File: config.mk
export PLATFORM = sky130hd
export DESIGN_NAME = sram_like_arbiter
export DESIGN_NICKNAME = d
export VERILOG_FILES = /design/src/rtl/sram_like_arbiter_pkg.sv /design/src/rtl/sram_like_arbiter_owner_fifo.sv /design/src/rtl/sram_like_arbiter.sv
export SDC_FILE = /design/constraint.sdc
export NUM_CORES = 1
export LEC_CHECK = 0
export ABC_CLOCK_PERIOD_IN_PS = 3800
export BUFFER_PORTS_ARGS = -buffer_cell sky130_fd_sc_hd__buf_2
export CAP_MARGIN = 20
export CORE_AREA = 2 2 125 127
export DETAILED_ROUTE_END_ITERATION = 10
export DIE_AREA = 0 0 127 129
export GPL_TIMING_DRIVEN = 0
export SLEW_MARGIN = 10
export SYNTH_ARGS = -nofsm -noshare
export SYNTH_HDL_FRONTEND = slang
export SYNTH_HIERARCHICAL = 1
export SYNTH_SLANG_ARGS = --single-unit
File: constraint.sdc
create_clock -name clk -period 3.8 [get_ports clk]
set_clock_uncertainty 0.05 [all_clocks]
set_input_delay 0.76 -clock clk [delete_from_list [all_inputs] [get_ports clk]]
set_output_delay 0.76 -clock clk [all_outputs]
set_load 0.02 [all_outputs]
File: src/rtl/sram_like_arbiter_pkg.sv
// Shared types for the SRAM-like port arbiter: owner tags and the request payload.
package sram_like_arbiter_pkg;

  typedef enum logic {
    OWNER_INST = 1'b0,
    OWNER_DATA = 1'b1
  } owner_e;

  // wr + size + addr + wstrb + wdata
  localparam int SRAM_REQ_WD = 71;

  typedef struct packed {
    logic        wr;
    logic [1:0]  size;
    logic [31:0] addr;
    logic [3:0]  wstrb;
    logic [31:0] wdata;
  } sram_req_t;

endpackage

File: src/rtl/sram_like_arbiter_owner_fifo.sv
// In-order owner tag FIFO: one entry per accepted request, popped on each return.
module sram_like_arbiter_owner_fifo
  import sram_like_arbiter_pkg::*;
#(
  parameter int DEPTH = 4
) (
  input  logic   clk,
  input  logic   resetn,
  input  logic   push,
  input  owner_e push_owner,
  input  logic   pop,
  output logic   full,
  output logic   empty,
  output owner_e head
);

  localparam int PW = $clog2(DEPTH);

  owner_e        slots [DEPTH];
  logic [PW-1:0] wr_ptr;
  logic [PW-1:0] rd_ptr;
  logic [PW:0]   count;

  assign full  = (count == (PW+1)'(DEPTH));
  assign empty = (count == '0);
  assign head  = slots[rd_ptr];

  // Tag storage; contents are don't-care while the slot is not counted.
  always_ff @(posedge clk) begin
    if (push) slots[wr_ptr] <= push_owner;
  end

  // Pointers wrap naturally at the power-of-2 depth; count tracks occupancy.
  always_ff @(posedge clk) begin
    if (!resetn) begin
      wr_ptr <= '0;
      rd_ptr <= '0;
      count  <= '0;
    end else begin
      if (push) wr_ptr <= wr_ptr + 1'b1;
      if (pop)  rd_ptr <= rd_ptr + 1'b1;
      count <= count + (PW+1)'(push) - (PW+1)'(pop);
    end
  end

endmodule

File: src/rtl/sram_like_arbiter.sv
// Shares one SRAM-like port between the inst and data masters: data priority,
// starvation guard for inst, lock while the slave stalls, and in-order return steering.
module sram_like_arbiter
  import sram_like_arbiter_pkg::*;
#(
  parameter int OUTST_DEPTH  = 4,
  parameter int STARVE_LIMIT = 4
) (
  input  logic        clk,
  input  logic        resetn,
  // inst master
  input  logic        inst_req,
  input  logic        inst_wr,
  input  logic [1:0]  inst_size,
  input  logic [31:0] inst_addr,
  input  logic [3:0]  inst_wstrb,
  input  logic [31:0] inst_wdata,
  output logic        inst_addr_ok,
  output logic        inst_data_ok,
  output logic [31:0] inst_rdata,
  // data master
  input  logic        data_req,
  input  logic        data_wr,
  input  logic [1:0]  data_size,
  input  logic [31:0] data_addr,
  input  logic [3:0]  data_wstrb,
  input  logic [31:0] data_wdata,
  output logic        data_addr_ok,
  output logic        data_data_ok,
  output logic [31:0] data_rdata,
  // shared slave
  output logic        mem_req,
  output logic        mem_wr,
  output logic [1:0]  mem_size,
  output logic [31:0] mem_addr,
  output logic [3:0]  mem_wstrb,
  output logic [31:0] mem_wdata,
  input  logic        mem_addr_ok,
  input  logic        mem_data_ok,
  input  logic [31:0] mem_rdata,
  output logic        err_stray
);

  owner_e    grant;
  owner_e    lock_owner;
  owner_e    head;
  logic      lock;
  logic [3:0] starve_cnt;
  logic      err_q;
  logic      fifo_full;
  logic      fifo_empty;
  logic      granted_req;
  logic      hs;
  logic      ret;
  sram_req_t inst_pkt;
  sram_req_t data_pkt;
  sram_req_t sel_pkt;

  assign inst_pkt = {inst_wr, inst_size, inst_addr, inst_wstrb, inst_wdata};
  assign data_pkt = {data_wr, data_size, data_addr, data_wstrb, data_wdata};

  // Grant select: a stalled request keeps the port, then starvation relief, then data first.
  always_comb begin
    grant = OWNER_INST;
    if (lock)
      grant = lock_owner;
    else if (starve_cnt == 4'(STARVE_LIMIT) && inst_req)
      grant = OWNER_INST;
    else if (data_req)
      grant = OWNER_DATA;
    else
      grant = OWNER_INST;
  end

  assign granted_req = (grant == OWNER_DATA) ? data_req : inst_req;
  // Full blocks issue even when a pop lands in the same cycle.
  assign mem_req     = resetn & granted_req & ~fifo_full;
  assign sel_pkt     = !resetn ? '0 : ((grant == OWNER_DATA) ? data_pkt : inst_pkt);
  assign {mem_wr, mem_size, mem_addr, mem_wstrb, mem_wdata} = sel_pkt;

  assign hs           = mem_req & mem_addr_ok;
  assign inst_addr_ok = hs & (grant == OWNER_INST);
  assign data_addr_ok = hs & (grant == OWNER_DATA);

  // Returns with nothing outstanding are dropped here and flagged by err_stray.
  assign ret          = resetn & mem_data_ok & ~fifo_empty;
  assign inst_data_ok = ret & (head == OWNER_INST);
  assign data_data_ok = ret & (head == OWNER_DATA);
  assign inst_rdata   = mem_rdata;
  assign data_rdata   = mem_rdata;
  assign err_stray    = err_q & resetn;

  // Lock holds the grant from an unaccepted request until its handshake.
  always_ff @(posedge clk) begin
    if (!resetn) begin
      lock       <= 1'b0;
      lock_owner <= OWNER_INST;
    end else if (hs) begin
      lock <= 1'b0;
    end else if (mem_req) begin
      lock       <= 1'b1;
      lock_owner <= grant;
    end
  end

  // Counts data grants taken while inst waits; saturates at the limit.
  always_ff @(posedge clk) begin
    if (!resetn)
      starve_cnt <= '0;
    else if (inst_addr_ok || !inst_req)
      starve_cnt <= '0;
    else if (data_addr_ok && starve_cnt != 4'(STARVE_LIMIT))
      starve_cnt <= starve_cnt + 4'd1;
  end

  // Sticky stray-return flag.
  always_ff @(posedge clk) begin
    if (!resetn)
      err_q <= 1'b0;
    else if (mem_data_ok && fifo_empty)
      err_q <= 1'b1;
  end

  sram_like_arbiter_owner_fifo #(.DEPTH(OUTST_DEPTH)) u_owner_fifo (
    .clk       (clk),
    .resetn    (resetn),
    .push      (hs),
    .push_owner(grant),
    .pop       (ret),
    .full      (fifo_full),
    .empty     (fifo_empty),
    .head      (head)
  );

endmodule

Yosys cells after proc, flatten, opt, wreduce, memory -nomap -nowiden
Memories as Yosys holds them, arrays and structs flattened. A register that Yosys moved wholly into a read port is not among the register bits.
Index checks and enable logic that the tools add are counted.
W data, S select, Z words.
{"block": "totals", "reg_bits": 14, "latchBits": 0, "mem_bits_rw": 4, "rom_bits": 0, "inputBits": 180, "output_inout_bits": 141, "word_cells": 51, "memories": 1}
{"memory": "u_owner_fifo.slots", "words": 4, "width": 1, "read_ports": 1, "rd_clocked_by_memory_dff": 1, "write_ports": 1, "line_no": "sram_like_arbiter_owner_fifo.sv:19", "source": "owner_e slots [DEPTH];"}
{"block": "classes", "addsub": 5, "multipliers": 0, "n_div": 0, "magnitude_cmp": 0, "eq_ne": 3, "shift": 0, "muxes": 10, "bitwise_logic": 16, "reduce_logical": 9}
{"cell": "$mux W71", "n": 2}
{"cell": "$and A1 B1 Y1", "n": 10}
{"cell": "$mux W1", "n": 6}
{"cell": "$not A1 Y1", "n": 6}
{"cell": "$add A2 B1 Y2 const B", "n": 2}
{"cell": "$add A4 B1 Y4 const B", "n": 1}
{"cell": "$eq A4 B3 Y1 const B", "n": 1}
{"cell": "$mux W2", "n": 2}
{"cell": "$ne A4 B3 Y1 const B", "n": 1}
{"cell": "$reduce_or A2 Y1", "n": 2}
{"cell": "$add A3 B1 Y3", "n": 1}
{"cell": "$eq A3 B3 Y1 const B", "n": 1}
{"cell": "$logic_and A1 B1 Y1", "n": 3}
{"cell": "$logic_not A3 Y1", "n": 1}
{"cell": "$sub A3 B1 Y3", "n": 1}
{"cell": "$reduce_and A2 Y1", "n": 1}
{"cell": "$logic_not A1 Y1", "n": 1}
{"cell": "$logic_or A1 B1 Y1", "n": 1}

Depth between registers and ports, before layout
Gate-level depths: netlist of the first run.
{"block": "logic_depth", "ltp_word": 11, "depth_mapped": 9, "ltp_nobuf": 9}

By module
Netlist of the first run, hierarchy kept.
{"mod": "sram_like_arbiter", "instances": 1, "cells_each": 361, "area_per_inst_um2": 1965.6, "seq_area_each_um2": 140.1}
{"mod": "sram_like_arbiter_owner_fifo", "instances": 1, "cells_each": 48, "area_per_inst_um2": 585.6, "seq_area_each_um2": 300.3}

Worst setup path after synthesis of the first run
OpenSTA, ideal clock, no wires.
{"block": "synth_timing", "path_kind": "input to output", "startpoint": "in inst_req", "endpoint": "out mem_addr[0]", "t_arrival_ns": 1.931, "required_time_ns": 2.990, "path_slack_ns": 1.059, "cell_stages": 7, "path_buffers": 2, "path_cell_list": "and4b_1 > o21a_2 > inv_2 > buf_4 > buf_2 > nand2_1 > a21oi_1"}
{"block": "synth_between", "elab_chain_len": 5}
{"element": "from (decl)", "line_no": "sram_like_arbiter.sv:12", "source": "input logic inst_req,"}
{"element": "$logic_and A1 B1 Y1", "line_no": "sram_like_arbiter.sv:67", "source": "else if (starve_cnt == 4'(STARVE_LIMIT) && inst_req)"}
{"element": "$mux W1", "line_no": "sram_like_arbiter.sv:67"}
{"element": "$mux W1", "line_no": "sram_like_arbiter.sv:65", "source": "if (lock)"}
{"element": "$mux W71 (2 in series)", "line_no": "sram_like_arbiter.sv:78", "source": "assign sel_pkt = !resetn ? '0 : ((grant == OWNER_DATA) ? data_pkt : inst_pkt);"}
{"element": "to (decl)", "line_no": "sram_like_arbiter.sv:35", "source": "output logic [31:0] mem_addr,"}
Every way passes these cells.

Worst setup path after layout of the first run
{"block": "layout_timing", "startpoint": "in resetn", "endpoint": "out mem_addr[9]"}
{"block": "layout_between", "elab_chain_len": 1}
{"element": "from (decl)", "line_no": "sram_like_arbiter.sv:10", "source": "input logic resetn,"}
{"element": "$mux W71", "line_no": "sram_like_arbiter.sv:78"}
Every way passes these cells.

==> results of run 1 <==
[worst max path at each step]
stage	from	endpoint	cells past startpoint
2_1_floorplan	inst_req	mem_addr[0]	7
3_3_place_gp	inst_req	mem_addr[9]	8
3_5_place_dp	inst_req	mem_addr[9]	8
4_1_cts	starve_cnt[0]	mem_addr[9]	10
5_1_grt	resetn	mem_addr[9]	6
6_report	resetn	mem_addr[9]	6
[layout by cell type, fill, tap and decap left out, types with 2 or more instances in the layout]
cell                        count
sky130_fd_sc_hd__buf_4         65
sky130_fd_sc_hd__and3_1         2
sky130_fd_sc_hd__a21oi_1       78
sky130_fd_sc_hd__mux2i_1        2
sky130_fd_sc_hd__buf_2        303
sky130_fd_sc_hd__o2111ai_1      2
sky130_fd_sc_hd__dfxtp_1       16
sky130_fd_sc_hd__nand2_1      147
sky130_fd_sc_hd__ha_1           8
sky130_fd_sc_hd__nor2_1        10
sky130_fd_sc_hd__nor3_1         2
sky130_fd_sc_hd__o31a_1         2
sky130_fd_sc_hd__nand3_1        2
sky130_fd_sc_hd__clkbuf_1       8
sky130_fd_sc_hd__xnor2_1        2
sky130_fd_sc_hd__o21ai_0        2
sky130_fd_sc_hd__clkbuf_16      3
sky130_fd_sc_hd__and2_1         8
sky130_fd_sc_hd__edfxtp_1       4
sky130_fd_sc_hd__inv_1         15
sky130_fd_sc_hd__nand3b_1       2
[metal layers]
layer,global-route usage,vias up,wire (µm)
met4,0.01875,0,89
met2,0.2296,158,5812
met5,0,-,0
met1,0.1827,1591,5534
li1,-,1844,-
met3,0.01622,6,769
[kinds of logic after synthesis]
logic type	after synthesis
mux	3
compound gates	91
fa+ha+maj	9
buf+inv	104
xor+xnor	3
flops	20
simple gates	179
[flip-flops by register name (all words and copies together), names as in the netlist, named ones only]
register             flops
lock                     1
err_q                    1
u_owner_fifo/count       3
lock_owner               1
u_owner_fifo/slots       4
u_owner_fifo/rd_ptr      2
starve_cnt               4
u_owner_fifo/wr_ptr      2
[synth_stat cells, drive strengths merged]
cell type,instances,area [µm²]
or3,1,6.260
o21ai,2,10.01
a21bo,1,10.01
nor3,2,10.01
mux4,1,22.52
o31a,2,17.52
edfxtp,4,120.1
nand3b,2,15.01
clkbuf,8,30.03
nor2,10,37.54
o21a,1,8.760
and3,2,12.51
nor4b,1,8.760
buf,80,563.0
mux2i,2,20.02
a2111oi,1,27.53
xnor2,2,17.52
and2,8,50.05
nand4b,1,8.760
xor3,1,23.77
a21oi,78,390.4
dfxtp,16,320.3
a211oi,1,7.510
o21ba,1,10.01
nand2b,1,6.260
a311oi,1,8.760
and4b,1,10.01
ha,8,100.1
fa,1,20.02
o211a,1,10.01
inv,16,60.05
nand3,2,10.01
o2111ai,2,17.52
nand2,147,551.8
or3b,1,8.760
[stage by stage]
| step | total power [mW] | setup WS (ns) | hold slack, ns | std cells | instance area (µm²) |
|---|---|---|---|---|---|
| 3_5_place_dp | 1.020 | 0.3690 | 0.4089 | 885 | 4228 |
| 2_1_floorplan | 0.7426 | 1.059 | 0.3785 | 409 | 2551 |
| 4_1_cts | 1.265 | 0.3314 | 0.4237 | 889 | 4317 |
| 6_report | 1.247 | 0.4221 | 0.4166 | 889 | 4317 |
| 3_3_place_gp | 1.018 | 0.3363 | 0.4057 | 885 | 4228 |
| 5_1_grt | 1.343 | 0.2392 | 0.4674 | 889 | 4317 |
[worst min-delay path: stages, from the launching register on]
cell and delay, ns:
sky130_fd_sc_hd__dfxtp_1 0.32, sky130_fd_sc_hd__a21oi_1 0.04, sky130_fd_sc_hd__nor2_1 0.07
[cell type report]
| class | count | share of cell area |
|---|---|---|
| timing repair buffer | 288 | 0.3339 |
| clock buffer | 4 | 0.02058 |
| multi-input combinational | 285 | 0.3377 |
| sequential | 20 | 0.1020 |
| buffer | 88 | 0.1374 |
| tap | 188 | 0.05449 |
| inverter | 16 | 0.01391 |
[power by group]
group / switching, mW / internal [mW]
clock: 0.0760 / 0.160
combinational: 0.445 / 0.304
sequential: 0.0195 / 0.243
total: 0.540 / 0.707
==> metrics.txt, run 1 <==
# TYPE chip_impl_metric gauge
chip_impl_metric{name="ir_drop",unit="mV"} 0.2659
chip_impl_metric{name="cts-resized-gates",unit=""} 0
chip_impl_metric{name="portBuffers",unit=""} 288
chip_impl_info{name="reg2reg_from",value="u_owner_fifo/count[1]"} 1
chip_impl_metric{name="detailedRoute.firstIterationViolations",unit=""} 107
chip_impl_metric{name="final_core_utilization",unit=""} 0.2882
chip_impl_metric{name="worst_ep_required_time",unit="ns"} 2.99
chip_impl_metric{name="ys_types",unit=""} 37
chip_impl_info{name="criticalPathCategory",value="in -> out"} 1
chip_impl_metric{name="synth-xor-area-share",unit=""} 0.01618
chip_impl_metric{name="grt_remaining_overflow",unit=""} 0
chip_impl_info{name="tritoncts_clock_tree",value="built"} 1
chip_impl_metric{name="clk_transition_reported_paths",unit="ns"} 0.06
chip_impl_metric{name="nFillCells",unit=""} 1681
chip_impl_metric{name="p_leak",unit="nW"} 2.476
chip_impl_info{name="crit_path_cell_trace",value="buf_2 > inv_1 > clkbuf_1 > clkbuf_1 > a21oi_1 > buf_2"} 1
chip_impl_metric{name="r2r_setup_slack",unit="ns"} 1.38
chip_impl_info{name="result_of_the_run",value="finished clean"} 1
chip_impl_metric{name="hold_viol_final",unit=""} 0
chip_impl_metric{name="synth_compound_area_frac",unit=""} 0.2030
chip_impl_metric{name="number_of_antenna_violations_at_the_first_check_in_global_routing",unit=""} 0
chip_impl_metric{name="critical_path.max_stage_delay",unit="ns"} 0.57
chip_impl_info{name="holdPathEnd",value="err_q"} 1
chip_impl_metric{name="synthesis.nets",unit=""} 598
chip_impl_metric{name="post-cts-setup-buffer-count",unit=""} 0
chip_impl_metric{name="antenna-diode-count",unit=""} 0
chip_impl_info{name="root_buffer",value="sky130_fd_sc_hd__clkbuf_16"} 1
chip_impl_metric{name="htree_num_levels",unit=""} 1
chip_impl_info{name="timing.critical_path.to_type",value="primary output"} 1
chip_impl_metric{name="final_net_count",unit=""} 891
chip_impl_metric{name="place_congestion",unit=""} 0.8212
chip_impl_info{name="timing.hold.worst.class",value="reg -> reg"} 1
chip_impl_metric{name="post_synth_simple_gate_area",unit=""} 0.2884
chip_impl_metric{name="dpl.hpwl",unit="µm"} 10410
chip_impl_metric{name="layout.area.seq",unit="µm²"} 440.4
chip_impl_metric{name="synth_seq_cells",unit=""} 20
chip_impl_metric{name="initial_core_util",unit=""} 0.1703
chip_impl_metric{name="grt_use_total",unit=""} 0.1330
chip_impl_metric{name="cts_inserted_buffers",unit=""} 3
chip_impl_metric{name="vias_per_cell",unit=""} 4.048
chip_impl_metric{name="r2r_cells",unit=""} 8
chip_impl_metric{name="wl_per_cell",unit="µm"} 13.73
chip_impl_metric{name="remaining_design_rule_violation_count",unit=""} 0
chip_impl_metric{name="worst-path-max-fanout",unit=""} 10
chip_impl_metric{name="floorplan.rows",unit=""} 45
chip_impl_metric{name="max_cap_viol_count",unit=""} 0
chip_impl_info{name="hold_path.startpoint",value="err_q"} 1
chip_impl_metric{name="die_area",unit="µm²"} 16380
chip_impl_metric{name="path_buf_inv",unit=""} 5
chip_impl_metric{name="synth.avg_cell_area",unit="µm²"} 6.238
chip_impl_metric{name="yosysWarningCount",unit=""} 6
chip_impl_metric{name="post_synth_fa_ha_maj_area_fraction",unit=""} 0.04708
chip_impl_metric{name="flow.area_growth_from_synthesis",unit="%"} 69.20
chip_impl_metric{name="drt-total-wl",unit="µm"} 12210
chip_impl_metric{name="critical_path_arrival",unit="ns"} 2.57
chip_impl_metric{name="drt_first_pass_iters",unit=""} 4
chip_impl_metric{name="min_period_over_period",unit=""} 0.8889
chip_impl_metric{name="multi_input_comb_area",unit="µm²"} 1458
chip_impl_metric{name="totalNegativeSetupSlack",unit="ns"} 0
chip_impl_metric{name="worstSkewPairLatency",unit="ns"} 0.25
chip_impl_metric{name="yosysSeqAreaShare",unit=""} 0.1726
chip_impl_metric{name="netlist_instances",unit=""} 409
chip_impl_metric{name="post_synth_instance_area",unit="µm²"} 2551
chip_impl_info{name="critPathTopFamily",value="buffers and inverters"} 1
chip_impl_metric{name="number_of_stages_on_the_worst_hold_path",unit=""} 2
chip_impl_metric{name="grt_start_max_net_pins",unit=""} 14
chip_impl_metric{name="tightestPinTransition",unit="ns"} 0.7294
chip_impl_metric{name="grt_first_pass_wirelength",unit="µm"} 17310
chip_impl_metric{name="power.density_cell_area",unit="nW/µm²"} 289.0
chip_impl_metric{name="finalMaxSlewViolations",unit=""} 0
chip_impl_metric{name="setup_violations",unit=""} 0
chip_impl_metric{name="period_minus_slack",unit="ns"} 3.378
chip_impl_info{name="rr_endpoint",value="u_owner_fifo/count[2]"} 1
chip_impl_metric{name="final_layout_size_suffix_gt1_frac",unit=""} 0.5407
chip_impl_metric{name="postCtsHoldBufs",unit=""} 0
chip_impl_metric{name="slew_headroom",unit=""} 0.5137
chip_impl_metric{name="design.core.area",unit="µm²"} 14980
chip_impl_info{name="crit_path_start_kind",value="input port"} 1
chip_impl_metric{name="synth.mux.area_fraction",unit=""} 0.01667
chip_impl_info{name="rsz0062_at_grt",value="no"} 1
chip_impl_metric{name="die_h",unit="µm"} 129
chip_impl_metric{name="detail-route-antenna-nets",unit=""} 0
chip_impl_metric{name="cts.path.max_buffers",unit=""} 2
chip_impl_metric{name="vias_in_the_first_global_route",unit=""} 3281
chip_impl_metric{name="cts.sinks",unit=""} 20
chip_impl_metric{name="fmax",unit="MHz"} 296.0
chip_impl_info{name="synth_top_family_by_area",value="simple AND/OR/NAND/NOR gates"} 1
chip_impl_metric{name="ioPinCount",unit=""} 321
chip_impl_info{name="slowest_cell_on_crit_path",value="sky130_fd_sc_hd__clkbuf_1"} 1
chip_impl_metric{name="chip_width",unit="µm"} 127
chip_impl_metric{name="dr_vias",unit=""} 3599
(Power assumes the default switching activity.)
==> run 2, diff against run 1 <==
- GPL_TIMING_DRIVEN: 0 -> unset
==> run 2 against run 1 <==
Effect of this change:
- die area is the same
- final cell count shrank 16%
- sequential power is essentially flat
- hold slack lost 0.0046 ns
- routed wire length shrank 14%
- non-clock buffer count shrank 146
- sequential share of layout area grew 2.5 points
- clock power grew 23%
- fmax grew 11%
- flip-flop and latch count is the same
- count of clock-buffer cells in the layout shrank 1
- largest cell class is now multi-input gates
==> metrics.txt, run 2 (same netlist as run 1, synthesis figures left out) <==
# TYPE chip_impl_metric gauge
chip_impl_metric{name="grt_first_pass_wirelength",unit="µm"} 15010
chip_impl_metric{name="share_clk_of_total_power",unit=""} 0.252
chip_impl_metric{name="design.core.area",unit="µm²"} 14980
chip_impl_metric{name="final_net_count",unit=""} 745
chip_impl_metric{name="grt_use_total",unit=""} 0.1142
chip_impl_metric{name="finalMaxSlewViolations",unit=""} 0
chip_impl_metric{name="remaining_design_rule_violation_count",unit=""} 0
chip_impl_metric{name="number_of_antenna_violations_at_the_first_check_in_global_routing",unit=""} 1
chip_impl_metric{name="final_design_area_no_fill",unit="µm²"} 3480
chip_impl_metric{name="cts-resized-gates",unit=""} 0
chip_impl_metric{name="tightestPinTransition",unit="ns"} 0.6292
chip_impl_info{name="reg2reg_from",value="u_owner_fifo/count[1]"} 1
chip_impl_metric{name="final_layout_size_suffix_gt1_frac",unit=""} 0.4360
chip_impl_metric{name="vias_per_cell",unit=""} 4.204
chip_impl_info{name="leading_cell_type_in_the_layout_fill_and_taps_excluded",value="sky130_fd_sc_hd__buf_2"} 1
chip_impl_info{name="criticalPathCategory",value="reg -> out"} 1
chip_impl_info{name="top_regs",value="starve_cnt: 4 flops, u_owner_fifo/slots: 4 flops, u_owner_fifo/count: 3 flops"} 1
chip_impl_metric{name="ir_drop",unit="mV"} 0.2655
chip_impl_metric{name="post-cts-setup-buffer-count",unit=""} 0
chip_impl_metric{name="wl_per_cell",unit="µm"} 14.17
chip_impl_metric{name="worst-path-max-fanout",unit=""} 48
chip_impl_metric{name="floorplan.rows",unit=""} 45
chip_impl_metric{name="setup_violations",unit=""} 0
chip_impl_info{name="slowest_cell_on_crit_path",value="sky130_fd_sc_hd__dfxtp_1"} 1
chip_impl_info{name="tritoncts_clock_tree",value="built"} 1
chip_impl_metric{name="cts.path.max_buffers",unit=""} 2
chip_impl_metric{name="detailedRoute.firstIterationViolations",unit=""} 133
chip_impl_metric{name="portBuffers",unit=""} 224
chip_impl_metric{name="ioPinCount",unit=""} 321
chip_impl_metric{name="initial_core_util",unit=""} 0.1703
chip_impl_metric{name="net-switching-power",unit="µW"} 466.2
chip_impl_metric{name="pre_cts_slack",unit="ns"} 0.8143
chip_impl_metric{name="drt_first_pass_iters",unit=""} 4
chip_impl_info{name="layout.cells.most_common_list",value="224 x sky130_fd_sc_hd__buf_2, 147 x sky130_fd_sc_hd__nand2_1, 78 x sky130_fd_sc_hd__a21oi_1"} 1
chip_impl_info{name="rr_endpoint",value="u_owner_fifo/count[2]"} 1
chip_impl_metric{name="power",unit="mW"} 1.153
chip_impl_info{name="timing.critical_path.to_type",value="primary output"} 1
chip_impl_metric{name="period_minus_slack",unit="ns"} 3.045
chip_impl_metric{name="dpl.hpwl",unit="µm"} 8703
chip_impl_metric{name="hold_viol_final",unit=""} 0
chip_impl_metric{name="p_leak",unit="nW"} 1.882
chip_impl_metric{name="internal_power",unit="µW"} 686.6
chip_impl_metric{name="power.share.switching",unit=""} 0.4044
chip_impl_metric{name="cts.sinks",unit=""} 20
chip_impl_info{name="crit_path_cell_trace",value="inv_1 > ha_1 > and4b_1 > o21a_2 > inv_2 > buf_12 > nand2_1 > a21oi_1 > buf_2"} 1
chip_impl_metric{name="nFillCells",unit=""} 1714
chip_impl_metric{name="die_h",unit="µm"} 129
chip_impl_metric{name="layoutNonFillerInstCount",unit=""} 744
chip_impl_info{name="timing.hold.worst.class",value="reg -> reg"} 1
chip_impl_metric{name="vias_in_the_first_global_route",unit=""} 2797
chip_impl_metric{name="flow.area_growth_from_synthesis",unit="%"} 36.39
chip_impl_metric{name="worstSkewPairLatency",unit="ns"} 0.25
chip_impl_info{name="crit_path_start_kind",value="flip-flop"} 1
chip_impl_info{name="root_buffer",value="sky130_fd_sc_hd__clkbuf_16"} 1
chip_impl_metric{name="critical_path_arrival",unit="ns"} 2.23
chip_impl_metric{name="multi_input_comb_area",unit="µm²"} 1458
chip_impl_metric{name="worst_ep_required_time",unit="ns"} 2.99
chip_impl_metric{name="flop_pwr_share",unit=""} 0.227
chip_impl_metric{name="totalNegativeSetupSlack",unit="ns"} 0
chip_impl_metric{name="postCtsHoldBufs",unit=""} 0
chip_impl_metric{name="min_period_over_period",unit=""} 0.8012
chip_impl_metric{name="detail-route-antenna-nets",unit=""} 0
chip_impl_info{name="hold_path.startpoint",value="err_q"} 1
chip_impl_metric{name="r2r_cells",unit=""} 8
chip_impl_metric{name="max_cap_viol_count",unit=""} 0
chip_impl_metric{name="power.density_cell_area",unit="nW/µm²"} 331.3
chip_impl_metric{name="dpl_cell_area",unit="µm²"} 3372
chip_impl_metric{name="critical_path.max_stage_delay",unit="ns"} 0.38
chip_impl_info{name="rsz0062_at_grt",value="no"} 1
chip_impl_metric{name="r2r_setup_slack",unit="ns"} 1.42
chip_impl_metric{name="place_congestion",unit=""} 0.8470
chip_impl_metric{name="fmax",unit="MHz"} 328.5
chip_impl_metric{name="chip_width",unit="µm"} 127
chip_impl_metric{name="htree_num_levels",unit=""} 1
chip_impl_metric{name="clk_transition_reported_paths",unit="ns"} 0.06
chip_impl_metric{name="grt_remaining_overflow",unit=""} 0
chip_impl_metric{name="cts_inserted_buffers",unit=""} 3
chip_impl_metric{name="post-route-worst-setup-slack",unit="ns"} 0.7554
chip_impl_metric{name="comb_power_share",unit=""} 0.521
chip_impl_metric{name="slew_headroom",unit=""} 0.5801
chip_impl_metric{name="layout.area.seq",unit="µm²"} 440.4
chip_impl_metric{name="number_of_stages_on_the_worst_hold_path",unit=""} 2
chip_impl_metric{name="dr_vias",unit=""} 3128
chip_impl_metric{name="grt_start_max_net_pins",unit=""} 49
chip_impl_metric{name="die_area",unit="µm²"} 16380
chip_impl_info{name="holdPathEnd",value="err_q"} 1
chip_impl_info{name="result_of_the_run",value="finished clean"} 1
chip_impl_metric{name="place.detailed.instances",unit=""} 739
chip_impl_metric{name="drt-total-wl",unit="µm"} 10540
-- run 2: changes by cell type in the layout (fill, tap and decap cells not counted) --
| cell | delta |
|---|---|
| sky130_fd_sc_hd__buf_4 | -60 |
| sky130_fd_sc_hd__clkbuf_8 | -1 |
| sky130_fd_sc_hd__inv_1 | -1 |
| sky130_fd_sc_hd__clkbuf_1 | -8 |
| sky130_fd_sc_hd__inv_2 | +1 |
| sky130_fd_sc_hd__bufinv_16 | +1 |
| sky130_fd_sc_hd__buf_2 | -79 |
| sky130_fd_sc_hd__buf_12 | +1 |
| sky130_fd_sc_hd__diode_2 | +1 |
-- run 2: worst max path at each step --
stage / startpoint / to / slack, ns / cells after the start
after floorplan: inst_req / mem_addr[0] / 1.06 / 7
after global placement: inst_req / mem_wdata[22] / 0.81 / 7
after detailed placement: inst_req / mem_wdata[22] / 0.81 / 7
after CTS: starve_cnt[0] / mem_addr[0] / 0.76 / 9
after global routing: starve_cnt[0] / mem_wdata[26] / 0.64 / 9
final: starve_cnt[0] / mem_wdata[26] / 0.76 / 9
-- run 2: critical path, delay by kind of cell, from the launching register on --
family,cells,cell delay (ns)
compound gates,2,0.42
fa+ha+maj,1,0.23
buf+inv,4,0.57
flops,1,0.38
simple gates,2,0.34
-- run 2: area by class of cell --
cell class	instances	share of cell area
diodes	1	0.0007192
clock buffers	3	0.02157
clock inverters	1	0.008630
inverters	16	0.01726
multi-input cells	285	0.4189
flip-flops and latches	20	0.1266
well taps	188	0.06760
repair buffers	230	0.3387
-- run 2: per-layer routing --
metal,global-route usage,vias up,wire (µm)
li1,-,1552,-
met1,0.1394,1328,4156
met2,0.1888,238,4874
met3,0.05198,10,1412
met4,0.01875,0,95
met5,0,-,0
-- run 2: metrics by stage --
step | util | hold WS [ns]
6_report | 0.2323 | 0.4120
5_1_grt | 0.2323 | 0.4267
4_1_cts | 0.2322 | 0.4183
3_5_place_dp | 0.2251 | 0.4032
3_3_place_gp | 0.2251 | 0.3918
2_1_floorplan | - | 0.3785
-- run 2: power by group through the flow --
stage / Sequential (mW) / Combinational (mW) / Clock [mW]
finish: 0.262 / 0.601 / 0.290
global route: 0.265 / 0.661 / 0.305
CTS: 0.262 / 0.607 / 0.297
detailed placement: 0.266 / 0.604 / 0
global placement: 0.266 / 0.605 / 0
floorplan: 0.262 / 0.480 / 0
